**src/rtl/mem_access_ctrl.sv**
```systemverilog
// rtl/mem_access_ctrl.sv - Y86-64 M-stage initiator with valid/ready data-memory request/response port
// Optional abort of stuck accesses after TIMEOUT cycles: define MEM_TIMEOUT_EN.
module mem_access_ctrl #(
  parameter int DEPTH   = 1024,
  parameter int ADDR_W  = 10,
  parameter int TIMEOUT = 16
) (
  input  logic              clk,
  input  logic              rst,
  input  logic [3:0]        M_icode,
  input  logic [63:0]       M_ValA,
  input  logic [63:0]       M_ValE,
  input  logic [3:0]        M_stat,
  output logic [63:0]       m_ValM,
  output logic [3:0]        m_stat,
  output logic              dmem_err,
  output logic              mem_stall,
  output logic              req_valid,
  input  logic              req_ready,
  output logic              req_we,
  output logic [ADDR_W-1:0] req_addr,
  output logic [63:0]       req_wdata,
  input  logic              rsp_valid,
  input  logic [63:0]       rsp_rdata,
  input  logic              rsp_err
);

  typedef enum logic [1:0] {IDLE, REQ, WAIT, DONE} state_t;

  state_t      state;
  logic        is_mem_icode;
  logic        is_write;
  logic        mem_op;
  logic        out_of_range;
  logic [63:0] addr;
  logic        timed_out;

  always_comb begin
    is_mem_icode = M_icode inside {4'd4, 4'd5, 4'd8, 4'd9, 4'd10, 4'd11};
    is_write     = M_icode inside {4'd4, 4'd8, 4'd10};
    mem_op       = (M_stat == 4'h1) && is_mem_icode;
    // ret/popq address through ValA (stack pointer), the rest through ValE
    addr         = (M_icode inside {4'd9, 4'd11}) ? M_ValA : M_ValE;
    out_of_range = addr[63] || (addr >= 64'(DEPTH));
  end

  assign mem_stall = mem_op && (state != DONE);
  assign m_stat    = dmem_err ? 4'h3 : M_stat;

`ifdef MEM_TIMEOUT_EN
  localparam int CNT_W = $clog2(TIMEOUT + 1);
  logic [CNT_W-1:0] to_cnt;

  always_ff @(posedge clk or posedge rst) begin
    if (rst) begin
      to_cnt <= '0;
    end else if (state == REQ || state == WAIT) begin
      to_cnt <= to_cnt + 1'b1;
    end else begin
      to_cnt <= '0;
    end
  end

  assign timed_out = (state == REQ || state == WAIT) && (to_cnt == CNT_W'(TIMEOUT - 1));
`else
  assign timed_out = 1'b0;
`endif

  always_ff @(posedge clk or posedge rst) begin
    if (rst) begin
      state     <= IDLE;
      req_valid <= 1'b0;
      req_we    <= 1'b0;
      req_addr  <= '0;
      req_wdata <= '0;
      m_ValM    <= '0;
      dmem_err  <= 1'b0;
    end else if (timed_out) begin
      req_valid <= 1'b0;
      dmem_err  <= 1'b1;
      state     <= DONE;
    end else begin
      case (state)
        IDLE: begin
          if (mem_op && out_of_range) begin
            dmem_err <= 1'b1;
            state    <= DONE;
          end else if (mem_op) begin
            req_we    <= is_write;
            req_addr  <= addr[ADDR_W-1:0];
            req_wdata <= M_ValA;
            req_valid <= 1'b1;
            dmem_err  <= 1'b0;
            state     <= REQ;
          end else begin
            dmem_err <= 1'b0;
          end
        end
        REQ: begin
          if (req_valid && req_ready) begin
            req_valid <= 1'b0;
            state     <= WAIT;
          end
        end
        WAIT: begin
          if (rsp_valid) begin
            if (!req_we) begin
              m_ValM <= rsp_rdata;
            end
            dmem_err <= rsp_err;
            state    <= DONE;
          end
        end
        DONE: begin
          dmem_err <= 1'b0;
          state    <= IDLE;
        end
        default: state <= IDLE;
      endcase
    end
  end

endmodule

```
**config.mk**
```make
export PLATFORM = sky130hd
export DESIGN_NAME = mem_access_ctrl
export DESIGN_NICKNAME = d
export VERILOG_FILES = /design/src/rtl/mem_access_ctrl.sv
export SDC_FILE = /design/constraint.sdc
export NUM_CORES = 1
export LEC_CHECK = 0
export ABC_AREA = 1
export CAP_MARGIN = 5
export CORE_MARGIN = 8
export CORE_UTILIZATION = 25
export DETAILED_ROUTE_END_ITERATION = 8
export PLACE_DENSITY = 0.62
export SYNTH_ARGS = -nofsm -noshare
export SYNTH_HDL_FRONTEND = slang
export SYNTH_SLANG_ARGS = --single-unit
```
**constraint.sdc**
```tcl
create_clock -name clk -period 11.9 [get_ports clk]
set_clock_uncertainty 0.1 [all_clocks]
set_input_delay 1.19 -clock clk [delete_from_list [all_inputs] [get_ports clk]]
set_output_delay 1.19 -clock clk [all_outputs]
set_load 0.02 [all_outputs]
```
# After elaboration in Yosys (flattened, before gate mapping)
# Cells that the tools add are included.
# word_totals
ff_bits,143
out_inout_bits,146
wordCells,56
# op_classes
order_cmp,1
n_eq_ne,16
mux,14
bitwise_logic,2
reduce_logical,16
# op_table
cell,count
$ge A64 B11 Y1 const B,1
$mux W64,1
$eq A4 B4 Y1 const B,4
$ne A2 B2 Y1 const B,5
$reduce_and A3 Y1,3
$eq A4 B3 Y1 const B,2
$mux W2,4
$pmux W2 S4,1
$reduce_bool A3 Y1,2
$reduce_bool A6 Y1,1
$mux W1,5
$eq A2 B2 Y1 const B,2
$eq A4 B1 Y1 const B,1
$logic_and A1 B1 Y1,4
$mux W4,1
$reduce_and A4 Y1,1
$reduce_bool A2 Y1,2
$ne A3 B3 Y1 const B,1
$pmux W1 S3,1
$eq A2 B1 Y1 const B,1
$logic_not A2 Y1,1
$not A1 Y1,2
$pmux W1 S2,1
$reduce_and A2 Y1,1
$logic_or A1 B1 Y1,1

# Longest topological paths before layout
# logic_depth
word_depth,8
ltp_mapped,13

# Worst setup path before layout
# OpenSTA, ideal clock, no wires.
# synth_timing
path_kind,input to output
start,input port M_stat[1]
end,output port mem_stall
arrival_time_ps,1805
slack_ps,8805
stages,3
n_path_buf,0
path_cell_list,nor3_1 nand3_1 nor2_1
# synth_via
elab_chain_len,3
# synth_rtl
item,line_no,source
"start, declared",13,"input logic [3:0] M_stat,"
$eq A4 B1 Y1,41,mem_op = (M_stat == 4'h1) && is_mem_icode;
$logic_and A1 B1 Y1,41,
$logic_and A1 B1 Y1,47,assign mem_stall = mem_op && (state != DONE);
"end, declared",17,"output logic mem_stall,"
# No other way between the ends.

# Worst setup path after layout
# layout_timing
start,input port M_icode[2]
end,output port mem_stall
# layout_via
elab_chain_len,4
word_cells_on_any_way,9
cone_classes,eq/ne (6); reduce/logical (3)
# layout_rtl
item,line_no,source
"start, declared",10,"input logic [3:0] M_icode,"
$eq A4 B3 Y1 / $eq A4 B4 Y1 (equally long branches),39,"is_mem_icode = M_icode inside {4'd4, 4'd5, 4'd8, 4'd9, 4'd10, 4'd11};"
$reduce_bool A6 Y1 (*),39,
$logic_and A1 B1 Y1 (*),41,
$logic_and A1 B1 Y1 (*),47,
# Mark *: on every way between the ends. The rest lies on a longest branch, timed or not.

==> results.tsv <==
stage	metric	value	unit
power_and_ir_drop	VDD IR max	0.100	mV
sta	RSZ-0062 raised after global routing	no	
setup_path	reg-to-reg endpoint	m_ValM[57]	
place	Buffers on Ports	350	
routing	# DRC	0	
synthesis	Synth top cells by count	nand2_1, dfrtp_1, nor2_1, mux2_2, nand3_1	
clocking	CTS tree	built	
setup_path	worst r2r src	state[0]	
die	Die Height	174	um
power_and_ir_drop	PwrDens	178	nW/um^2
clocking	Setup Buffers After CTS	0	
die	Initial Util	0.252	
layout	nets	1207	
synthesis	Mapped Cells	652	
setup_path	R2R setup slack	9.57	ns
synthesis	top cell type's share of synthesized area	0.573	
synthesis	post-synthesis cell type count	25	
synthesis	ranking of synthesized cells by area	dfrtp_1, mux2_2, nand2_1	
grt	GRT Resource Usage Total	0.148	
clocking	clk slew on worst S/H paths	0.05	ns
synthesis	EDFF count, synth	0	
clocking	Clock Tree Buf Depth	2	
place	GPL Wtd Cong	0.769	
die	Site Rows	58	
routing	drt total wl	22.7	mm
layout	share of cells above drive strength 1	0.115	
routing	1st-pass router iterations	4	
synthesis	FFs w/ async S/R, synth	1.00	
setup_path	Setup Crit Path Kind	in2out	
place	DP HPWL	17.5	mm
clocking	worst skew pair latency	0.41	ns
setup_path	Setup crit end	mem_stall	
setup_path	Crit path arrival time	2.99	ns
clocking	cts bufs inserted	17	
clocking	H-tree levels	4	
clocking	CTS root buf	clkbuf_16	
synthesis	Mapped Nets	862	
sta	Max Transition Viols Final	0	
grt	global route total overflow	0	
synthesis	top_reg_cell synth	dfrtp_1	
routing	drt wl/cell	16.9	um
setup_path	Worst Setup SP	M_icode[2]	
sta	Slew @ Worst Pin	1.11	ns
run	max cap viols	0	
die	I/O pin count	351	
setup_path	CP Capture Type	output port	
sta	fin crit share	0.359	
setup_path	Req. time, crit path	10.61	ns
sta	final setup violating endpoints	0	
sta	Final Hold Slack	0.370	ns
synthesis	number of synthesized register bits	143	
grt	antenna violations before repair	0	
setup_path	worst r2r path cells	7	
synthesis	count leader, synth	nand2_1	
min_path	hold path startpoint	req_wdata[24]	
min_path	HP Class	reg2reg	
routing	DR iter-0 viols	277	
synthesis	cell taking the most area after synthesis	dfrtp_1	
die	CORE AREA	24800	sq um
setup_path	critical path startpoint category	input port	
routing	Vias	5637	
sta	Total Negative Setup Slacks	0	ns
layout	Ant. Diodes	0	
grt	first-pass GRT wire length	35.2	mm
synthesis	part of the Yosys area used for sequential elements	0.573	
clocking	hold-fix buffers at CTS	0	
sta	min Tclk post-route	4.28	ns
routing	ANT nets after route	0	
routing	DR vias/cell	4.21	
grt	largest net degree at the start of global routing	101	
clocking	Resize count post-CTS	0	
die	Die ar.	30300	sq um
grt	vias in the first global route	5977	
sta	FMAX	0.234	GHz
power_and_ir_drop	leakage power	4.78	nW
sta	final hold vios	0	
die	die width	174	um
setup_path	worst-path maximum fanout	3	
status	run status	completed	
layout	area grow syn2layout	70.0	%
synthesis	Warnings, synthesis	0	
synthesis	Avg Synthesized Cell Area	9.57	sq um
sta	slew margin rel.	0.262	
clocking	TritonCTS Sinks	143	
synthesis	synthesized cell area	6240	sq um
-- power by group --
part	total, mW	leakage (nW)	internal, mW	switching (mW)
registers	0.672	1.85	0.606	0.0663
logic	0.715	2.66	0.388	0.327
clock network	0.507	0.261	0.275	0.232
-- per-layer routing --
metal / vias up / share of wire / track usage
li1: 2778 / - / -
met1: 2595 / 0.43 / 0.176
met2: 244 / 0.47 / 0.243
met3: 20 / 0.084 / 0.0588
met4: 0 / 0.016 / 0.0395
met5: - / 0 / 0
-- stage by stage --
| step | worst slack, ns | util | power (mW) | std cells | instance area, sq um |
|---|---|---|---|---|---|
| 5_1_grt | 7.49 | 0.428 | 2.00 | 1340 | 10600 |
| 6_report | 7.62 | 0.428 | 1.89 | 1340 | 10600 |
| 3_3_place_gp | 7.60 | 0.405 | 1.40 | 1308 | 10100 |
| 2_1_floorplan | 6.77 | - | 1.03 | 652 | 6240 |
| 4_1_cts | 7.58 | 0.428 | 1.92 | 1340 | 10600 |
| 3_5_place_dp | 7.60 | 0.405 | 1.41 | 1308 | 10100 |
-- cell type report --
cell class                      count  area, sq um
Clock buffer                       18          429
Clock inverter                     14          126
Fill cell                        2443        14200
Inverter                           42          163
Multi-Input combinational cell    439         2370
Sequential cell                   143         3580
Tap cell                          330          413
Timing Repair Buffer              354         3530
-- cells by family (layout without fill, tap and decap cells) --
| kind of cell | count (synthesis) | count (layout) | synth area share |
|---|---|---|---|
| mux | 64 | 64 | 0.115 |
| fa+ha+maj | 5 | 5 | 0.0100 |
| simple gates | 333 | 333 | 0.219 |
| compound gates | 37 | 37 | 0.0331 |
| buf+inv | 70 | 428 | 0.0491 |
| flops | 143 | 143 | 0.573 |
-- flip-flops by register name, indices dropped and copies added, names as in the netlist --
name and count:
dmem_err 1, m_ValM 64, req_addr 10, req_valid 1, req_wdata 64, req_we 1, state 2
-- how the worst min path moves through the flow --
stage / end / slack, ns / cells after the start
final: req_wdata[24] / 0.37 / 2
after global routing: req_wdata[17] / 0.39 / 2
after CTS: req_wdata[31] / 0.37 / 2
after detailed placement: req_wdata[7] / 0.36 / 2
after global placement: req_wdata[58] / 0.35 / 2
after floorplan: state[0] / 0.43 / 2
-- cell usage in the layout, fill, tap and decap left out --
cell type and instances:
nor2_4 2, nand2_1 191, a21boi_0 1, ha_1 5
nand2_2 2, and2_0 2, o21ai_1 20, clkdlybuf4s50_1 350
a21oi_1 2, inv_8 2, o21ai_2 5, clkinv_8 1
clkinvlp_4 4, nor3_1 2, dfrtp_1 143, nor2_1 67
clkinv_4 1, nand2_4 1, or2_2 3, clkbuf_1 1
inv_6 6, buf_4 4, mux2_2 64, clkinv_2 1
inv_1 39, clkbuf_16 17, inv_2 2, nand3_1 61
and2_1 1, nand3_2 1, o21ai_0 9
-- critical path, stage by stage --
cell	delay, ns
clkdlybuf4s50_1	0.47
inv_2	0.05
nor2_1	0.08
nand2_1	0.05
nand2_1	0.06
nand3_1	0.16
nor2_1	0.26
clkdlybuf4s50_1	0.67
Power figures use the tool's default switching activity.
